--- src/rtl/button_debounce.sv ---
// Push-button conditioner: synchroniser, debounce FSM and single-cycle
// press / release / long-press event pulses.
module button_debounce #(
  parameter int SYNC_STAGES     = 2,
  parameter int DEBOUNCE_CYCLES = 1000000,
  parameter int HOLD_CYCLES     = 50000000
) (
  input  logic Clk,
  input  logic nReset,
  input  logic Button,
  output logic Level,
  output logic Press,
  output logic Release,
  output logic LongPress
);

  localparam int DBW = $clog2(DEBOUNCE_CYCLES + 1);
  localparam int HW  = $clog2(HOLD_CYCLES + 1);
  localparam logic [DBW-1:0] DB_LAST   = DBW'(DEBOUNCE_CYCLES - 1);
  localparam logic [HW-1:0]  HOLD_MAX  = HW'(HOLD_CYCLES);
  localparam logic [HW-1:0]  HOLD_LAST = HW'(HOLD_CYCLES - 1);

  typedef enum logic [1:0] {IDLE, ARMING, PRESSED, RELEASING} state_t;

  logic [SYNC_STAGES-1:0] sync_q, sync_d;
  state_t                 state_q, state_d;
  logic [DBW-1:0]         db_cnt_q, db_cnt_d;
  logic [HW-1:0]          hold_cnt_q, hold_cnt_d;
  logic                   level_q, level_d;
  logic                   press_q, press_d;
  logic                   release_q, release_d;
  logic                   long_q, long_d;
  logic                   hold_inc;
  logic                   s;

  assign s = sync_q[SYNC_STAGES-1];

  always_comb begin
    sync_d     = {sync_q[SYNC_STAGES-2:0], Button};
    state_d    = state_q;
    db_cnt_d   = db_cnt_q;
    hold_cnt_d = hold_cnt_q;
    level_d    = level_q;
    press_d    = 1'b0;
    release_d  = 1'b0;
    long_d     = 1'b0;
    hold_inc   = 1'b0;
    case (state_q)
      IDLE: begin
        if (s) begin
          state_d  = ARMING;
          db_cnt_d = '0;
        end
      end
      ARMING: begin
        if (!s) begin
          state_d  = IDLE;
          db_cnt_d = '0;
        end else if (db_cnt_q == DB_LAST) begin
          state_d    = PRESSED;
          level_d    = 1'b1;
          press_d    = 1'b1;
          hold_cnt_d = '0;
        end else begin
          db_cnt_d = db_cnt_q + DBW'(1);
        end
      end
      PRESSED: begin
        hold_inc = 1'b1;
        if (!s) begin
          state_d  = RELEASING;
          db_cnt_d = '0;
        end
      end
      RELEASING: begin
        if (s) begin
          state_d  = PRESSED;
          db_cnt_d = '0;
          hold_inc = 1'b1;
        end else if (db_cnt_q == DB_LAST) begin
          state_d    = IDLE;
          level_d    = 1'b0;
          release_d  = 1'b1;
          hold_cnt_d = '0;
        end else begin
          db_cnt_d = db_cnt_q + DBW'(1);
          hold_inc = 1'b1;
        end
      end
      default: state_d = IDLE;
    endcase
    // Saturation at HOLD_CYCLES is what limits LongPress to one pulse per press
    if (hold_inc && hold_cnt_q != HOLD_MAX) begin
      hold_cnt_d = hold_cnt_q + HW'(1);
      long_d     = (hold_cnt_q == HOLD_LAST);
    end
  end

  always_ff @(posedge Clk or negedge nReset) begin
    if (!nReset) begin
      sync_q     <= '0;
      state_q    <= IDLE;
      db_cnt_q   <= '0;
      hold_cnt_q <= '0;
      level_q    <= 1'b0;
      press_q    <= 1'b0;
      release_q  <= 1'b0;
      long_q     <= 1'b0;
    end else begin
      sync_q     <= sync_d;
      state_q    <= state_d;
      db_cnt_q   <= db_cnt_d;
      hold_cnt_q <= hold_cnt_d;
      level_q    <= level_d;
      press_q    <= press_d;
      release_q  <= release_d;
      long_q     <= long_d;
    end
  end

  assign Level     = level_q;
  assign Press     = press_q;
  assign Release   = release_q;
  assign LongPress = long_q;

endmodule

--- config.mk ---
export PLATFORM = sky130hd
export DESIGN_NAME = button_debounce
export DESIGN_NICKNAME = d
export VERILOG_FILES = /design/src/rtl/button_debounce.sv
export SDC_FILE = /design/constraint.sdc
export NUM_CORES = 1
export LEC_CHECK = 0
export CORE_ASPECT_RATIO = 1.25
export CORE_MARGIN = 1.5
export CORE_UTILIZATION = 35
export DETAILED_ROUTE_END_ITERATION = 12
export SYNTH_ARGS = -nofsm -noshare
export SYNTH_HDL_FRONTEND = slang
export SYNTH_SLANG_ARGS = --single-unit
--- constraint.sdc ---
create_clock -name Clk -period 2.3 [get_ports Clk]
set_input_delay 0.46 -clock Clk [delete_from_list [all_inputs] [get_ports Clk]]
set_output_delay 0.46 -clock Clk [all_outputs]
set_load 0.01 [all_outputs]
# --- After elaboration in Yosys (flattened, before gate mapping) ---
# Index checks and enable logic that the tools add are counted.
totals:
  ff_bits: 54
  output_inout_bits: 4
classes:
  addsub: 2
  eq_ne: 16
  n_mux: 32
  n_reduce_logical: 8
op_table:
  columns: ["op", "n"]
  rows:
  - ["26-bit 2-to-1 mux", 4]
  - ["20-bit 2-to-1 mux", 5]
  - ["20-bit case mux with 4 select lines", 1]
  - ["26-bit case mux with 2 select lines", 1]
  - ["26-bit by 1-bit adder with 26-bit output (second input constant)", 1]
  - ["26-bit equality test (second input constant)", 1]
  - ["26-bit != test (second input constant)", 1]
  - ["20-bit by 1-bit adder with 20-bit output (second input constant)", 1]
  - ["20-bit equality test (second input constant)", 1]
  - ["1-bit 2-to-1 mux", 12]
  - ["2-bit 2-to-1 mux", 6]
  - ["2-bit != test (second input constant)", 6]
  - ["3-bit != test (second input constant)", 4]
  - ["2-bit case mux with 4 select lines", 1]
  - ["5-bit AND reduction", 1]
  - ["2-bit equality test (second input constant)", 2]
  - ["1-bit case mux with 2 select lines", 2]
  - ["4-bit AND reduction", 1]
  - ["3-bit AND reduction", 1]
  - ["3-bit nonzero test", 1]
  - ["2-bit by 1-bit equality test with 1-bit output (second input constant)", 1]
  - ["2-bit zero test", 1]
  - ["2-bit AND reduction", 1]
  - ["2-bit nonzero test", 1]
  - ["1-bit logical AND", 1]

# --- Depth between registers and ports, before layout ---
# Gate-level depths: netlist (run 1).
logic_depth:
  depth_word: 7
  depth_mapped: 8
  ltp_nobuf: 7

# --- Least setup slack after synthesis (run 1) ---
# OpenSTA, ideal clock, no wires.
synth_path:
  path_type: "flip-flop to flip-flop"
  start: "reg db_cnt_q[8]"
  end: "reg hold_cnt_q[14]"
  setup_time_ns: 0.120
  t_arrival_ns: 2.102
  t_required_ns: 2.180
  path_slack_ns: 0.079
  stages_incl_launch_ff: 8
  path_cell_list: "dfrtp_1 buf_2 or4b_4 nor4_4 a21o_2 buf_4 a211oi_1 a31o_1"
synth_via:
  elab_chain_len: 7
synth_rtl:
  columns: ["element", "line", "source"]
  rows:
  - ["from (decl)", "27", "logic [DBW-1:0] db_cnt_q, db_cnt_d;"]
  - ["from (signal assigned)", "112", "db_cnt_q <= db_cnt_d;"]
  - ["20-bit equality test (*)", "59, 80", null]
  - ["1-bit 2-to-1 mux", "80", "end else if (db_cnt_q == DB_LAST) begin"]
  - ["1-bit 2-to-1 mux", "76", "if (s) begin"]
  - ["1-bit case mux with 2 select lines", "48", "case (state_q)"]
  - ["1-bit logical AND", "93", "if (hold_inc && hold_cnt_q != HOLD_MAX) begin"]
  - ["3-bit != test (no line) / 3-bit nonzero test (equally long branches)", null, null]
  - ["3-bit AND reduction (no line)", null, null]
  - ["to (signal assigned)", "113", "hold_cnt_q <= hold_cnt_d;"]
  - ["to (decl)", "28", "logic [HW-1:0] hold_cnt_q, hold_cnt_d;"]
# Every way passes the cells marked *; elsewhere a longest branch is shown, timed or not. The select of a mux whose other input is x is not followed.
# A chain may end at the register's enable or synchronous reset.

# --- Worst setup path in the final report (run 1) ---
layout_path:
  start: "reg db_cnt_q[7]"
  end: "reg db_cnt_q[15]"
layout_via:
  elab_chain_len: 4
layout_rtl:
  columns: ["element", "line"]
  rows:
  - ["20-bit by 1-bit adder with 20-bit output / 20-bit equality test (equally long branches)", null]
  - ["20-bit 2-to-1 mux (*)", "59, 80"]
  - ["20-bit 2-to-1 mux (on tied branches)", "76, 56"]
  - ["20-bit case mux with 4 select lines (*)", "48"]
# Every way passes the cells marked *; elsewhere a longest branch is shown, timed or not.

==> metrics list, run 1 <==
- After synthesis the cells add up to 0.00298 mm^2.
- Clock latency on the worst-skew pair, taken at its later pin, is 0.30 ns.
- Clock tree from TritonCTS: built
* Maximum root-to-sink buffer count: 2
* Total leakage power: 1.36 nW
- Critical Path Fanout Max: 13
- Starting density of the core: 0.361
- Average cell area after synthesis: 9.33 um^2
- The final-report max-slew violation count was 0.
- Num Clock Sinks: 54
- For the worst setup path, the data arrival time is 2.44 ns.
* Cell count after synthesis: 319
- Number of synthesized register bits: 54
* Final setup violation count: 0
- The worst setup path is captured at a register.
* Slew margin rel.: 0.536
* HPWL Detailed: 4850 um
- Global routing finished with a remaining overflow of 0.
- Die Width: 85.5 um
* Count of cell types in the netlist: 46
* Maximum number of pins on one net before global-route repair: 34
* Diodes inserted: 0
- Wire length of the first global-routing pass: 11800 um
- Y dimension of the die: 106 um
- For this run, the total global-route usage over all layers was measured as 0.160.
- At the worst endpoint, the required time is 2.54 ns.
- In the synthesized netlist the async set-or-reset flop fraction comes to 1.00.
- Proportion of layout cells with a drive suffix above 1: 0.115
- The count of nets left with antenna violations once routing finished came out at 0.
- Dividing the final minimum period by the clock period gives 0.954.
- Post-CTS clock slew at the launch and capture registers of the worst setup and hold paths: 0.10 ns
* Placeable core region: 0.00824 mm^2
* Final-report hold violation count: 0
- Port buffering added 6 buffers.
- After the first detailed-routing iteration, the DRC count stood at 146.
* Depth of the CTS H-tree: 2
- For this run, the detailed router's first-pass iteration total came to 4.
- Buffers inserted during clock tree synthesis total 5.
* Mean number of vias per cell: 5.68
- When the netlist entered floorplanning its net count stood at 325.
* Post-layout instance count excluding filler cells: 437
* Primary flip-flop cell chosen by synthesis mapping: dfrtp_1
- For the pin with the worst max-slew slack, the measured transition is 0.678 ns.
- The detailed router placed 2484 vias in this run.
- Counting I/O delays and the setup requirement, the final critical path takes 2.19 ns.
* Antenna violations before repair: 0
- Placer congestion estimate: 0.812
* Count of placed standard cells including taps: 428
- Yosys printed 0 warnings.
* Routed wirelength normalized by instance count: 15.4 um
* Number of I/O pins: 7
- The cell sitting at the root of the clock tree is a clkbuf_8.
- The clock arrives with 0.0113 ns of skew.
- For this design, the CTS-stage hold fixing added 0 buffers.
- Class of the most critical setup path: register to register
- Total die area: 0.00907 mm^2
- Total Neg Setup Slack: 0 ns
- The share of the Yosys chip area taken by registers is 0.454.
- Area Growth Syn to Fin: 12.5%
- For this run, design rule violations remaining after detail routing come to 0.
* IR drop worst, VDD: 0.176 mV
* Row cnt: 37
- Number of global-route vias before repair: 2362
- The worst setup path is launched from a register.
- Max-cap viol count: 0
* Peak Freq: 456 MHz
- Wires add up to 6740 um.
- The tightest min-delay check is of the primary input to async pin type.
- Power spread over the standard cell area amounts to 465 mW/mm^2.
* Number of flops mapped to enable cells by yosys: 0
- Unrepaired setup endpoints after global routing: false
- The flow ran to the end, and the final reports show no timing, DRC or antenna violations.
* Number of nets in the finished design: 345
[Yosys cell counts (4+ instances only)]
cell / instances / area, um^2
inv_1: 6 / 22.5
buf_2: 5 / 25.0
nand2_1: 38 / 143
or3_1: 5 / 31.3
nand4_1: 18 / 113
nand3_1: 27 / 135
xnor2_1: 17 / 149
and3_1: 7 / 43.8
a211oi_1: 4 / 30.0
and4_1: 7 / 61.3
nand2b_1: 5 / 31.3
clkbuf_1: 6 / 22.5
a21oi_1: 8 / 40.0
o211ai_1: 10 / 75.1
mux2i_1: 11 / 110
and2_1: 5 / 31.3
o31ai_1: 7 / 52.6
nor4_1: 7 / 43.8
nor2_1: 21 / 78.8
dfrtp_1: 54 / 1350
nor3_1: 6 / 30.0
o21ai_0: 10 / 50.1
[sequential cells by signal, indices dropped and copies added (netlist names), named ones only]
signal and cells:
hold_cnt_q 26, db_cnt_q 20, sync_q 2, Level 1, LongPress 1, Press 1, Release 1, state_q 1
[power breakdown]
group	internal [mW]	total (mW)	leakage, nW	switching [mW]
sequential	0.954	0.961	0.746	0.00657
combinational	0.0217	0.0640	0.565	0.0423
clock	0.216	0.534	0.0452	0.318
total	1.19	1.56	1.36	0.367
[logic make-up after synthesis]
| family | synth area share |
|---|---|
| and+or+nand+nor | 0.285 |
| adders and majority gates | 0.0126 |
| AOI/OAI and AO/OA | 0.126 |
| DFF | 0.454 |
| buffers and inverters | 0.0298 |
| muxes | 0.0370 |
| xor gates and xnor gates | 0.0559 |
[worst paths after layout]
| kind | startpoint | to | slack [ns] | depth (start not counted) |
|---|---|---|---|---|
| max in group asynchronous | nReset | hold_cnt_q[3] | 1.61 | 2 |
| worst min register to register | sync_q[0] | sync_q[1] | 0.36 | 0 |
| min in group Clk | sync_q[0] | sync_q[1] | 0.36 | 0 |
| worst max register to register | db_cnt_q[7] | db_cnt_q[15] | 0.11 | 7 |
| worst max-delay path | db_cnt_q[7] | db_cnt_q[15] | 0.11 | 7 |
| worst min-delay path | nReset | Level | 0.12 | 1 |
[per-stage QoR]
stage / area [um^2] / util / hold WS, ns / worst slack (ns) / total power, mW
after detailed placement: 3250 / 0.394 / 0.336 / 0.0717 / 1.05
after floorplan: 2980 / - / 0.164 / 0.0788 / 1.00
after global placement: 3250 / 0.394 / 0.333 / 0.104 / 1.04
final: 3350 / 0.406 / 0.122 / 0.106 / 1.56
after global routing: 3350 / 0.406 / 0.149 / 0.0376 / 1.62
after CTS: 3340 / 0.405 / 0.133 / 0.0447 / 1.58
[layout make-up]
| class | count | area [um^2] |
|---|---|---|
| inverter | 6 | 22.5 |
| multi-input combinational | 245 | 1540 |
| fill | 843 | 4890 |
| clock buffer | 6 | 72.6 |
| clock inverter | 2 | 13.8 |
| sequential | 54 | 1350 |
| tap | 97 | 121 |
| timing repair buffer | 27 | 225 |
[routing by layer]
layer | vias to the layer above | wire length, um | GRT usage
met2 | 30 | 3340 | 0.265
met1 | 1231 | 3180 | 0.217
met5 | - | 0 | 0
met3 | 8 | 126 | 0.0202
met4 | 0 | 95 | 0.0495
li1 | 1215 | - | -
[layout by cell type, fill, tap and decap left out, types with 6 or more instances in the layout]
| master | instances |
|---|---|
| nor4_1 | 7 |
| buf_4 | 20 |
| and3_1 | 7 |
| nor3_1 | 6 |
| nand3_1 | 27 |
| dfrtp_1 | 54 |
| o21ai_0 | 10 |
| nor2_1 | 21 |
| o31ai_1 | 7 |
| nand2_1 | 38 |
| o211ai_1 | 10 |
| a21oi_1 | 8 |
| and4_1 | 7 |
| mux2i_1 | 11 |
| nand4_1 | 18 |
| xnor2_1 | 17 |
| inv_1 | 6 |
[worst max-delay path, cell delays in order (launching register included)]
cell,delay (ns)
dfrtp_1,0.39
or4_1,0.58
nor4_4,0.26
buf_4,0.19
buf_4,0.20
a21oi_2,0.12
a311o_1,0.36
nand2_1,0.06
[what timing repair did]
action                                  in CTS  in global routing
buffers inserted                             0                  1
endpoints found under the setup margin       0                 16
gates resized for setup                      0                  2
(Power assumes the default switching activity.)
==> inputs of run 2 (changes only) <==
--- a/config.mk
+++ b/config.mk
@@ -5,6 +5,7 @@
 export SDC_FILE = /design/constraint.sdc
 export NUM_CORES = 1
 export LEC_CHECK = 0
+export ABC_CLOCK_PERIOD_IN_PS = 2300
 export CORE_ASPECT_RATIO = 1.25
 export CORE_MARGIN = 1.5
 export CORE_UTILIZATION = 35
==> results of run 2 <==
Final layout, timing and power as in run 1 (identical DEF).
==> inputs of run 3 (changes only) <==
--- a/config.mk
+++ b/config.mk
@@ -5,6 +5,7 @@
 export SDC_FILE = /design/constraint.sdc
 export NUM_CORES = 1
 export LEC_CHECK = 0
+export ABC_AREA = 1
 export ABC_CLOCK_PERIOD_IN_PS = 2300
 export CORE_ASPECT_RATIO = 1.25
 export CORE_MARGIN = 1.5
==> metrics list, run 3 <==
* Unrepaired setup endpoints after global routing: false
* Y dimension of the die: 115 um
- The initial utilization of the core area, before any placement, comes to 0.362.
* Largest cells by area after synthesis: dfrtp_1, nand2_1, nand3_1
- Placer congestion estimate: 0.909
- Count of cell types in the netlist: 26
- Primary flip-flop cell chosen by synthesis mapping: dfrtp_1
- Peak Freq: 530 MHz
- CTS Hold Buffers Added: 0
- After synthesis, the largest family of logic cells by area is simple AND/OR/NAND/NOR gates.
- Cell area power density: 472 mW/mm^2
- VDD sags by at most 0.293 mV.
- Post-Synthesis Cell Area: 0.00349 mm^2
- Root buf cell: clkbuf_16
- The die is 92.3 um wide.
* Registers with the most flip-flops: hold_cnt_q x26, db_cnt_q x20, sync_q x2
- After global routing the overflow that remains totals 0.
* Cell with the most instances after synthesis: nand2_1
* Clock tree skew after final layout: 0.00665 ns
* Max-cap viol count: 0
* Post-route ant nets: 0
- Num Clock Sinks: 54
- The later pin in the worst-skew pair is clocked with a latency of 0.29 ns.
- Post-synthesis share of cell area spent on and, or, nand and nor gates: 0.450
* Total die area: 0.0106 mm^2
* Final setup violation count: 0
- Minimum hold slack: 0.0752 ns
- The share of the Yosys chip area taken by registers is 0.387.
- Clock tree synthesis inserted a total of 5 buffers.
- Type of the most critical hold path: primary input to async pin
* Drc violations: 0
* Synthesized-area fraction occupied by adder cells: 0.0107
* HPWL Detailed: 6560 um
- Kind of end point of the critical path: register
* Wire length after detailed routing: 8570 um
- The clock period could shrink to 1.89 ns.
- For this run, the share of the core covered by cells in the final layout is 0.401.
- The final-report max-slew violation count is 0.
* Total Neg Setup Slack: 0 ns
- Share of synthesized area spent on multiplexers: 0
* Wire length of the first global-routing pass: 14900 um
- The compound-gate portion of the synthesized area is 0.0262.
* Number of flip-flops in the largest register: 26
- Net count of the mapped netlist: 533
* Number of flops mapped to enable cells by yosys: 0
- 7 I/O pins were placed.
* Final-report hold violation count: 0
- Total Power: 1.83 mW
- Maximum number of pins on one net before global-route repair: 28
- Relative to the synthesized area, the layout overhead comes to 10.8%.
* Req. time, crit path: 2.53 ns
- In the synthesized netlist the async set-or-reset flop fraction comes to 1.00.
- Slew margin rel.: 0.657
* Arrival time reported for the critical path endpoint: 2.12 ns
- Outcome: complete, no violations
* Mean number of vias per cell: 4.92
- STA classifies the critical path startpoint as a register.
- For this run, the number of Yosys warnings is 0.
- Count of placed standard cells including taps: 659
- For this run, the post-layout net count is 546.
* Antenna violations before repair: 0
* Average cell area after synthesis: 6.63 um^2
* Proportion of layout cells with a drive suffix above 1: 0.0610
- Number of global-route vias before repair: 3209
* Highest-count cells in the layout ignoring fill and taps: nand2_1, nor2_1, nand3_1, inv_1, dfrtp_1
- Clock-pin slew was measured on the worst setup and hold paths at 0.08 ns.
- Maximum root-to-sink buffer count: 2
- Most area-hungry cell type in the Yosys netlist: dfrtp_1
* Post-layout instance count excluding filler cells: 667
- After synthesis the netlist holds a flip-flop and latch count of 54.
- Slew @ Worst Pin: 0.514 ns
- Number of port buffers: 6
- Counting instances in the post-synthesis netlist gives the leading cell types as nand2_1, nor2_1, nand3_1.
- In this run the core area contains 40 standard-cell rows.
* Register containing the most flip-flops in the final layout: hold_cnt_q
* Post-Synth XOR/XNOR Area: 0.0401
- Global-route usage over all layers: 0.174
* Clock tree from TritonCTS: built
- The core region is 0.00966 mm^2.
* Routed via count: 3280
* Routed wirelength normalized by instance count: 12.9 um
- For this block, the initial DRC count from the detailed router was 220.
* Fraction of synthesized cell area taken by the top area cell type: 0.387
* Cell count after synthesis: 527
* Most common library cell in the layout ignoring fill and taps: nand2_1
- The H-tree was split into 2 levels.
- Of the available clock period, the critical path in the final layout requires 0.820.
- Number of setup buffers added after CTS: 0
- Diodes inserted: 0
- Before antenna repair, the detailed router went through 4 iterations.
* Critical Path Fanout Max: 25
- Class of the most critical setup path: register to register
* Total leakage power: 1.90 nW
run 3: kinds of logic (layout without fill, tap and decap cells):
kind of cell | after synthesis | in the layout
AND/OR/NAND/NOR | 365 | 365
buffers and inverters | 73 | 87
flip-flops | 54 | 54
AO/OA/AOI/OAI | 16 | 16
XOR/XNOR | 16 | 16
adder cells (fa/ha/maj) | 3 | 3
run 3: cell type report:
type	count	area, um^2
multi-input cells	400	1840
fillers	1011	5790
clock buffers	6	139
inverters	64	240
clock inverters	2	16.3
well taps	126	158
repair buffers	15	123
flip-flops and latches	54	1350
run 3: repair_timing:
item	4_1_cts	5_1_grt
gates resized for setup	0	1
setup endpoints to repair	0	12
endpoints found under the hold margin	0	0
run 3: through the flow:
stage | worst slack [ns] | cell area, um^2
floorplan | 0.610 | 3490
global route | 0.198 | 3870
finish | 0.415 | 3870
global placement | 0.272 | 3710
detailed placement | 0.188 | 3710
CTS | 0.162 | 3870
run 3: critical path: stages, from the launching register on:
cell     delay [ns]
dfrtp_1        0.44
ha_1           0.24
nand3_2        0.14
inv_2          0.09
nand3_2        0.09
nor2_4         0.17
nand3_4        0.17
nand2_4        0.28
nand3_1        0.11
nand2_1        0.08
run 3: power breakdown:
part / internal (mW) / switching (mW) / total [mW]
registers: 0.954 / 0.00803 / 0.962
clock network: 0.439 / 0.373 / 0.811
logic: 0.0124 / 0.0427 / 0.0551
run 3: final timing paths:
| path | to | from | slack (ns) | cells after the start |
|---|---|---|---|---|
| worst max-delay path | hold_cnt_q[20] | db_cnt_q[0] | 0.41 | 9 |
| worst min-delay path | db_cnt_q[12] | nReset | 0.08 | 1 |
| worst max register to register | hold_cnt_q[20] | db_cnt_q[0] | 0.41 | 9 |
| worst min register to register | sync_q[1] | sync_q[0] | 0.35 | 0 |
| max in group asynchronous | hold_cnt_q[14] | nReset | 1.59 | 2 |
| min in group Clk | sync_q[1] | sync_q[0] | 0.35 | 0 |
run 3: per-layer routing:
metal	part of all wire	vias up	GRT usage
li1	-	1704	-
met5	0	-	0
met1	0.44	1495	0.215
met3	0.026	20	0.0266
met2	0.50	61	0.302
met4	0.026	0	0.0667
